<file path="config.mk">
export PLATFORM = sky130hd
export DESIGN_NAME = s_mem_arbiter
export DESIGN_NICKNAME = d
export VERILOG_FILES = /design/src/rtl/s_arb_pkg.sv /design/src/rtl/s_arb_phase_fsm.sv /design/src/rtl/s_mem_arbiter.sv
export SDC_FILE = /design/constraint.sdc
export NUM_CORES = 1
export LEC_CHECK = 0
export CAP_MARGIN = 20
export CORE_MARGIN = 5
export CORE_UTILIZATION = 25
export CTS_CLUSTER_DIAMETER = 150
export DETAILED_ROUTE_END_ITERATION = 16
export PLACE_DENSITY = 0.59
export SETUP_SLACK_MARGIN = 0.5
export SLEW_MARGIN = 20
export SYNTH_ARGS = -nofsm -noshare
export SYNTH_HDL_FRONTEND = slang
export SYNTH_SLANG_ARGS = --single-unit
</file>
<file path="constraint.sdc">
create_clock -name clk -period 3.9 [get_ports clk]
set_clock_uncertainty 0.15 [all_clocks]
set_input_delay 0.78 -clock clk [delete_from_list [all_inputs] [get_ports clk]]
set_output_delay 0.78 -clock clk [all_outputs]
set_load 0.005 [all_outputs]
</file>
<file path="src/rtl/s_arb_pkg.sv">
// Shared types and constants for the S-memory arbiter.
package s_arb_pkg;

  // Phase encoding, also exported on the phase port.
  typedef enum logic [2:0] {
    IDLE = 3'd0,
    INIT = 3'd1,
    KSA  = 3'd2,
    PRGA = 3'd3,
    DONE = 3'd4
  } phase_t;

  // Requester indices into the packed request/grant/rvalid vectors.
  localparam int unsigned REQ_INIT = 0;
  localparam int unsigned REQ_KSA  = 1;
  localparam int unsigned REQ_PRGA = 2;
  localparam int unsigned NUM_REQ  = 3;

  // One-hot owner vector for a phase; all zeros when nobody owns the memory.
  function automatic logic [NUM_REQ-1:0] owner_of(phase_t ph);
    logic [NUM_REQ-1:0] own;
    own = '0;
    case (ph)
      INIT:    own[REQ_INIT] = 1'b1;
      KSA:     own[REQ_KSA]  = 1'b1;
      PRGA:    own[REQ_PRGA] = 1'b1;
      default: own = '0;
    endcase
    return own;
  endfunction

endpackage

</file>
<file path="src/rtl/s_arb_phase_fsm.sv">
// Phase sequencer: IDLE -> INIT -> KSA -> PRGA -> DONE, restartable from IDLE or DONE.
module s_arb_phase_fsm
  import s_arb_pkg::*;
(
  input  logic                clk,
  input  logic                reset,
  input  logic                start,
  input  logic [NUM_REQ-1:0]  done,
  output logic [2:0]          phase,
  output logic                busy,
  output logic                all_done,
  output logic                start_ok
);

  phase_t state_q, state_d;

  // Start is only honoured when no phase is in progress.
  assign start_ok = start && ((state_q == IDLE) || (state_q == DONE));
  assign phase    = state_q;

  // Next-state: only the current owner's done pulse advances the phase.
  always_comb begin
    state_d = state_q;
    case (state_q)
      IDLE:    if (start_ok) state_d = INIT;
      INIT:    if (done[REQ_INIT]) state_d = KSA;
      KSA:     if (done[REQ_KSA]) state_d = PRGA;
      PRGA:    if (done[REQ_PRGA]) state_d = DONE;
      DONE:    if (start_ok) state_d = INIT;
      default: state_d = IDLE;
    endcase
  end

  // State plus status flags registered together so the flags track the registered state.
  always_ff @(posedge clk or posedge reset) begin
    if (reset) begin
      state_q  <= IDLE;
      busy     <= 1'b0;
      all_done <= 1'b0;
    end else begin
      state_q  <= state_d;
      busy     <= (state_d == INIT) || (state_d == KSA) || (state_d == PRGA);
      all_done <= (state_d == DONE);
    end
  end

endmodule

</file>
<file path="src/rtl/s_mem_arbiter.sv">
// Single-port S-memory arbiter shared by the init, ksa and prga engines.
// The current phase decides the sole owner; grants are combinational and
// read data comes back one cycle later on the shared rdata bus.
module s_mem_arbiter
  import s_arb_pkg::*;
#(
  parameter int unsigned ADDR_W = 8,
  parameter int unsigned DATA_W = 8,
  parameter int unsigned CNT_W  = 16
) (
  input  logic              clk,
  input  logic              reset,
  input  logic              start,

  input  logic              init_req,
  input  logic [ADDR_W-1:0] init_addr,
  input  logic [DATA_W-1:0] init_wdata,
  input  logic              init_wren,
  input  logic              init_done,
  output logic              init_grant,
  output logic              init_rvalid,

  input  logic              ksa_req,
  input  logic [ADDR_W-1:0] ksa_addr,
  input  logic [DATA_W-1:0] ksa_wdata,
  input  logic              ksa_wren,
  input  logic              ksa_done,
  output logic              ksa_grant,
  output logic              ksa_rvalid,

  input  logic              prga_req,
  input  logic [ADDR_W-1:0] prga_addr,
  input  logic [DATA_W-1:0] prga_wdata,
  input  logic              prga_wren,
  input  logic              prga_done,
  output logic              prga_grant,
  output logic              prga_rvalid,

  output logic [DATA_W-1:0] rdata,
  output logic [ADDR_W-1:0] mem_addr,
  output logic [DATA_W-1:0] mem_data,
  output logic              mem_wren,
  input  logic [DATA_W-1:0] mem_q,

  output logic [2:0]        phase,
  output logic              busy,
  output logic              all_done,
  output logic              err,
  output logic [CNT_W-1:0]  access_count
);

  logic [NUM_REQ-1:0] req_v, wren_v, done_v;
  logic [NUM_REQ-1:0] owner, grant;
  logic [NUM_REQ-1:0] rvalid_q;
  logic               grant_any;
  logic               violation;
  logic               start_ok;
  logic [ADDR_W-1:0]  sel_addr, addr_q;
  logic [DATA_W-1:0]  sel_data, data_q;
  logic               sel_wren;
  logic               err_q;
  logic [CNT_W-1:0]   cnt_q;

  assign req_v  = {prga_req, ksa_req, init_req};
  assign wren_v = {prga_wren, ksa_wren, init_wren};
  assign done_v = {prga_done, ksa_done, init_done};

  s_arb_phase_fsm u_phase_fsm (
    .clk      (clk),
    .reset    (reset),
    .start    (start),
    .done     (done_v),
    .phase    (phase),
    .busy     (busy),
    .all_done (all_done),
    .start_ok (start_ok)
  );

  assign owner     = owner_of(phase_t'(phase));
  assign grant     = req_v & owner;
  assign grant_any = |grant;

  // Any request or done from a requester that does not own the memory is a protocol error.
  assign violation = |(req_v & ~owner) | |(done_v & ~owner);

  assign init_grant = grant[REQ_INIT];
  assign ksa_grant  = grant[REQ_KSA];
  assign prga_grant = grant[REQ_PRGA];

  // Select the owner's access fields; only consumed when a grant is present.
  always_comb begin
    sel_addr = init_addr;
    sel_data = init_wdata;
    sel_wren = init_wren;
    case (phase_t'(phase))
      KSA: begin
        sel_addr = ksa_addr;
        sel_data = ksa_wdata;
        sel_wren = ksa_wren;
      end
      PRGA: begin
        sel_addr = prga_addr;
        sel_data = prga_wdata;
        sel_wren = prga_wren;
      end
      default: ;
    endcase
  end

  // Memory port: live owner fields on a grant, otherwise the last driven address/data.
  assign mem_addr = grant_any ? sel_addr : addr_q;
  assign mem_data = grant_any ? sel_data : data_q;
  assign mem_wren = grant_any & sel_wren;
  assign rdata    = mem_q;

  // Hold the last driven address/data so the memory port is stable between grants.
  always_ff @(posedge clk or posedge reset) begin
    if (reset) begin
      addr_q <= '0;
      data_q <= '0;
    end else if (grant_any) begin
      addr_q <= sel_addr;
      data_q <= sel_data;
    end
  end

  // Per-requester read-valid, so a read issued just before a phase change still
  // returns to the requester that issued it.
  always_ff @(posedge clk or posedge reset) begin
    if (reset) begin
      rvalid_q <= '0;
    end else begin
      rvalid_q <= grant & ~wren_v;
    end
  end

  assign init_rvalid = rvalid_q[REQ_INIT];
  assign ksa_rvalid  = rvalid_q[REQ_KSA];
  assign prga_rvalid = rvalid_q[REQ_PRGA];

  // Sticky error flag; a violation in the same cycle as an accepted start still sets it.
  always_ff @(posedge clk or posedge reset) begin
    if (reset) begin
      err_q <= 1'b0;
    end else begin
      err_q <= violation | (err_q & ~start_ok);
    end
  end

  assign err = err_q;

  // Saturating count of granted accesses since the last accepted start.
  always_ff @(posedge clk or posedge reset) begin
    if (reset) begin
      cnt_q <= '0;
    end else if (start_ok) begin
      cnt_q <= '0;
    end else if (grant_any && !(&cnt_q)) begin
      cnt_q <= cnt_q + 1'b1;
    end
  end

  assign access_count = cnt_q;

endmodule
</file>
==> impl_metrics.tcl <==
set metrics [dict create \
    synth_compound_area_share_pct 15.28 \
    startpoint_type "primary input" \
    clk_pin_slew_ns 0.08 \
    ys_ff_latch 41 \
    rows 35 \
    grt_pass1_vias 2377 \
    wirelength_um 7428 \
    num-fill-cells 984 \
    dieHeight_um 107.6 \
    path_max_fanout 9 \
    wl_per_cell_um 15.10 \
    synth_edf_count 0 \
    power_switching_uw 929.9 \
    stdcell_area_um2 3677 \
    io_pins 121 \
    netlist_top_cells_count "41 x dfrtp_1, 32 x nand2_1, 27 x mux2i_1" \
    cts.htree.levels 2 \
    fin_cells 492 \
    synth-xor-area-share_pct 0 \
    initial_utilization_pct 25.67 \
    nets 431 \
    ff2ff_setup_slack_ns 1.45 \
    yosysSeqAreaShare_pct 43.04 \
    maxSlewViolCount 0 \
    yosysWarnings 0 \
    p_per_area_nw_per_um2 628.7 \
    grt.overflow.total 0 \
    seqPwrFrac_pct 28.4 \
    setup_tns_ns 0 \
    seqCellArea_um2 1028 \
    p_sw_share_pct 40.22 \
    synth_area_leader_cell "dfrtp_1" \
    synth_top_family_by_area "simple AND/OR/NAND/NOR gates" \
    hp-start "data_q[7]" \
    finalCritPeriodShare_pct 84.68 \
    drcViolationCount 0 \
    critPathRequiredTime_ns 2.97 \
    via_count 2361 \
    synth_flop_cell "dfrtp_1" \
    cts_sinks 41 \
    period_needed_ns 3.302 \
    drt_iter0_markers 72 \
    endpoint_kind "primary output" \
    antenna_found_initial 0 \
    r2r.worst_path.cells 5 \
    synthCells 264 \
    multiInputGateArea_um2 1295 \
    min_to "data_q[7]" \
    final_util_pct 39.61 \
    placed_area_um2 3500 \
    synthMuxAreaShare_pct 11.81 \
    synth.area.top_cells "dfrtp_1 43%, mux2i_1 11%, a21oi_1 5.0%, nand2_1 5.0%, nor2_1 3.9%" \
    worst_pin_slew_ns 1.047 \
    firstDrtPassIters 4 \
    dp_hpwl_um 5242 \
    worstHoldPathCells 2 \
    synth_nets 333 \
    ir_worst_vdd_uv 312.9 \
    numCtsBuffers 5 \
    r2r-end "access_count[6]" \
    grt_use_total_pct 12.81 \
    synth_top_area_share_pct 43.04 \
    syn_area_per_cell_um2 9.029 \
    dieArea_um2 11590 \
    portBuffers 104 \
    via_per_inst 4.799 \
    synthAdderAreaFrac_pct 0.5249 \
    ctsLongestPathBuffers 2 \
    outcome "finished clean" \
    hold_viol_final 0 \
    yosysMostFrequentCell "dfrtp_1" \
    crit_type "primary input to primary output" \
    cap_violations 0 \
    area_delta_synth_final_pct 54.28 \
    setup_viol 0 \
    intPower_uw 1382 \
    grt_max_degree 38 \
    combPwrFrac_pct 59.8 \
    drive_gt1_share_pct 9.366 \
    async_flop_share_pct 100.0 \
    clkPwrFrac_pct 11.9 \
    p_leak_uw 0.001455 \
    rsz0062_at_grt "false" \
    rr_startpoint "access_count[0]" \
    die_w_um 107.6 \
    syn_area_um2 2384 \
    insertedDiodeCount 0 \
    crit_arrival_ns 2.37 \
    hold_buffers 0 \
    synth_cell_types 46 \
    slew_headroom_pct 29.61 \
    grt_pass1_wl_um 11860 \
    cts_tree "yes" \
    insertion_delay_ns 0.29 \
    gp_congestion 0.7956 \
    core_area_um2 9284 \
    dpl.cell_count 480 \
    yosys.area_share.simple_pct 23.04 \
    ant_nets 0 \
    hold_path.class "register to register" \
    root_buffer "clkbuf_8" \
    fmax_ghz 0.3028 \
]
worst max-delay path by stage:
stage	from	to	slack, ns	cells after the start
4_1_cts	u_phase_fsm.phase[0]	mem_data[0]	0.52	5
6_report	ksa_req	mem_data[0]	0.60	5
2_1_floorplan	prga_req	mem_addr[4]	1.22	5
5_1_grt	ksa_req	mem_data[6]	0.51	5
3_5_place_dp	ksa_req	mem_addr[7]	0.12	5
3_3_place_gp	ksa_req	mem_data[7]	0.23	5
layout by cell type (no fill, tap or decap), types with 2 or more instances in the layout:
cell             netlist  final
buf_4                  9      6
and3_1                 2      2
o21ai_0               15      2
dlygate4sd2_1          0      5
a211o_4                1      3
nand2b_1               5      5
o21ai_1                3     10
dfrtp_2                0      2
a21oi_1               24     24
a32o_1                 2      2
inv_1                  5      4
nand3_1                4      4
or4_1                  2      2
o21ai_2                0      6
and2_1                 2      2
nor4_2                 3      3
nor4_1                 5      5
mux2i_1               27     26
nor2b_1                3      3
clkbuf_8               0      5
o31ai_1                3      3
nand4_1                5      5
and4_1                 3      3
nor3_1                 9      9
nor2_1                25     25
clkinv_2               0      2
a211oi_1               2      2
dfrtp_1               41     39
nand2_1               32     32
clkdlybuf4s50_1        0     99
layout make-up:
class	count	share of cell area, %
Clock buffer	6	1.973
Multi-Input combinational cell	198	35.22
Timing Repair Buffer	111	29.67
Sequential cell	41	27.97
Clock inverter	2	0.2722
Inverter	5	0.5104
Tap cell	129	4.389
critical path, cell delays in order:
cell	delay [ns]
dlygate4sd2_1	0.30
mux2i_4	0.14
a211o_4	0.41
o21ai_1	0.19
clkdlybuf4s50_1	0.55
power by group through the flow:
stage               sequential [µW]  clock (µW)  combinational [µW]
floorplan                       617           0                 682
global placement                641           0                1260
global route                    671         310                1530
finish                          656         274                1380
detailed placement              646           0                1260
CTS                             653         291                1400
sequential cells by signal (all words and copies together) (netlist names):
signal and count:
access_count 16, addr_q 8, data_q 8, err 1
rvalid_q 3, u_phase_fsm.all_done 1, u_phase_fsm.busy 1, u_phase_fsm.phase 3
layer usage:
layer	global-route usage (%)	up-vias	routed length (µm)
met5	0	-	0
met4	3.787	0	77
met1	15.58	1130	3104
met2	20.69	82	3595
li1	-	1143	-
met3	5.279	6	651
stage by stage:
stage                     hold slack, ns  setup slack (ns)  power [µW]
after detailed placement          0.3286            0.1180        1910
final                             0.3245            0.5976        2312
after global placement            0.3244            0.2253        1904
after CTS                         0.3293            0.5218        2342
after global routing              0.3556            0.5129        2515
after floorplan                   0.3299             1.224        1300
kinds of logic (layout without fill, tap and decap cells):
group                    Yosys count  count (layout)
multiplexers                      28              28
AND/OR/NAND/NOR                  107             107
buffers and inverters             28             124
flip-flops                        41              41
adder cells (fa/ha/maj)            1               1
AO/OA/AOI/OAI                     59              62
repair_timing:
| item | 4_1_cts | 5_1_grt |
|---|---|---|
| gates resized for setup | 29 | 3 |
| buffers inserted | 1 | 0 |
| endpoints found under the setup margin | 17 | 15 |
| pin swaps | 3 | 1 |
| cloned | 2 | 1 |
Note: power is estimated with default switching activity, not from simulation.
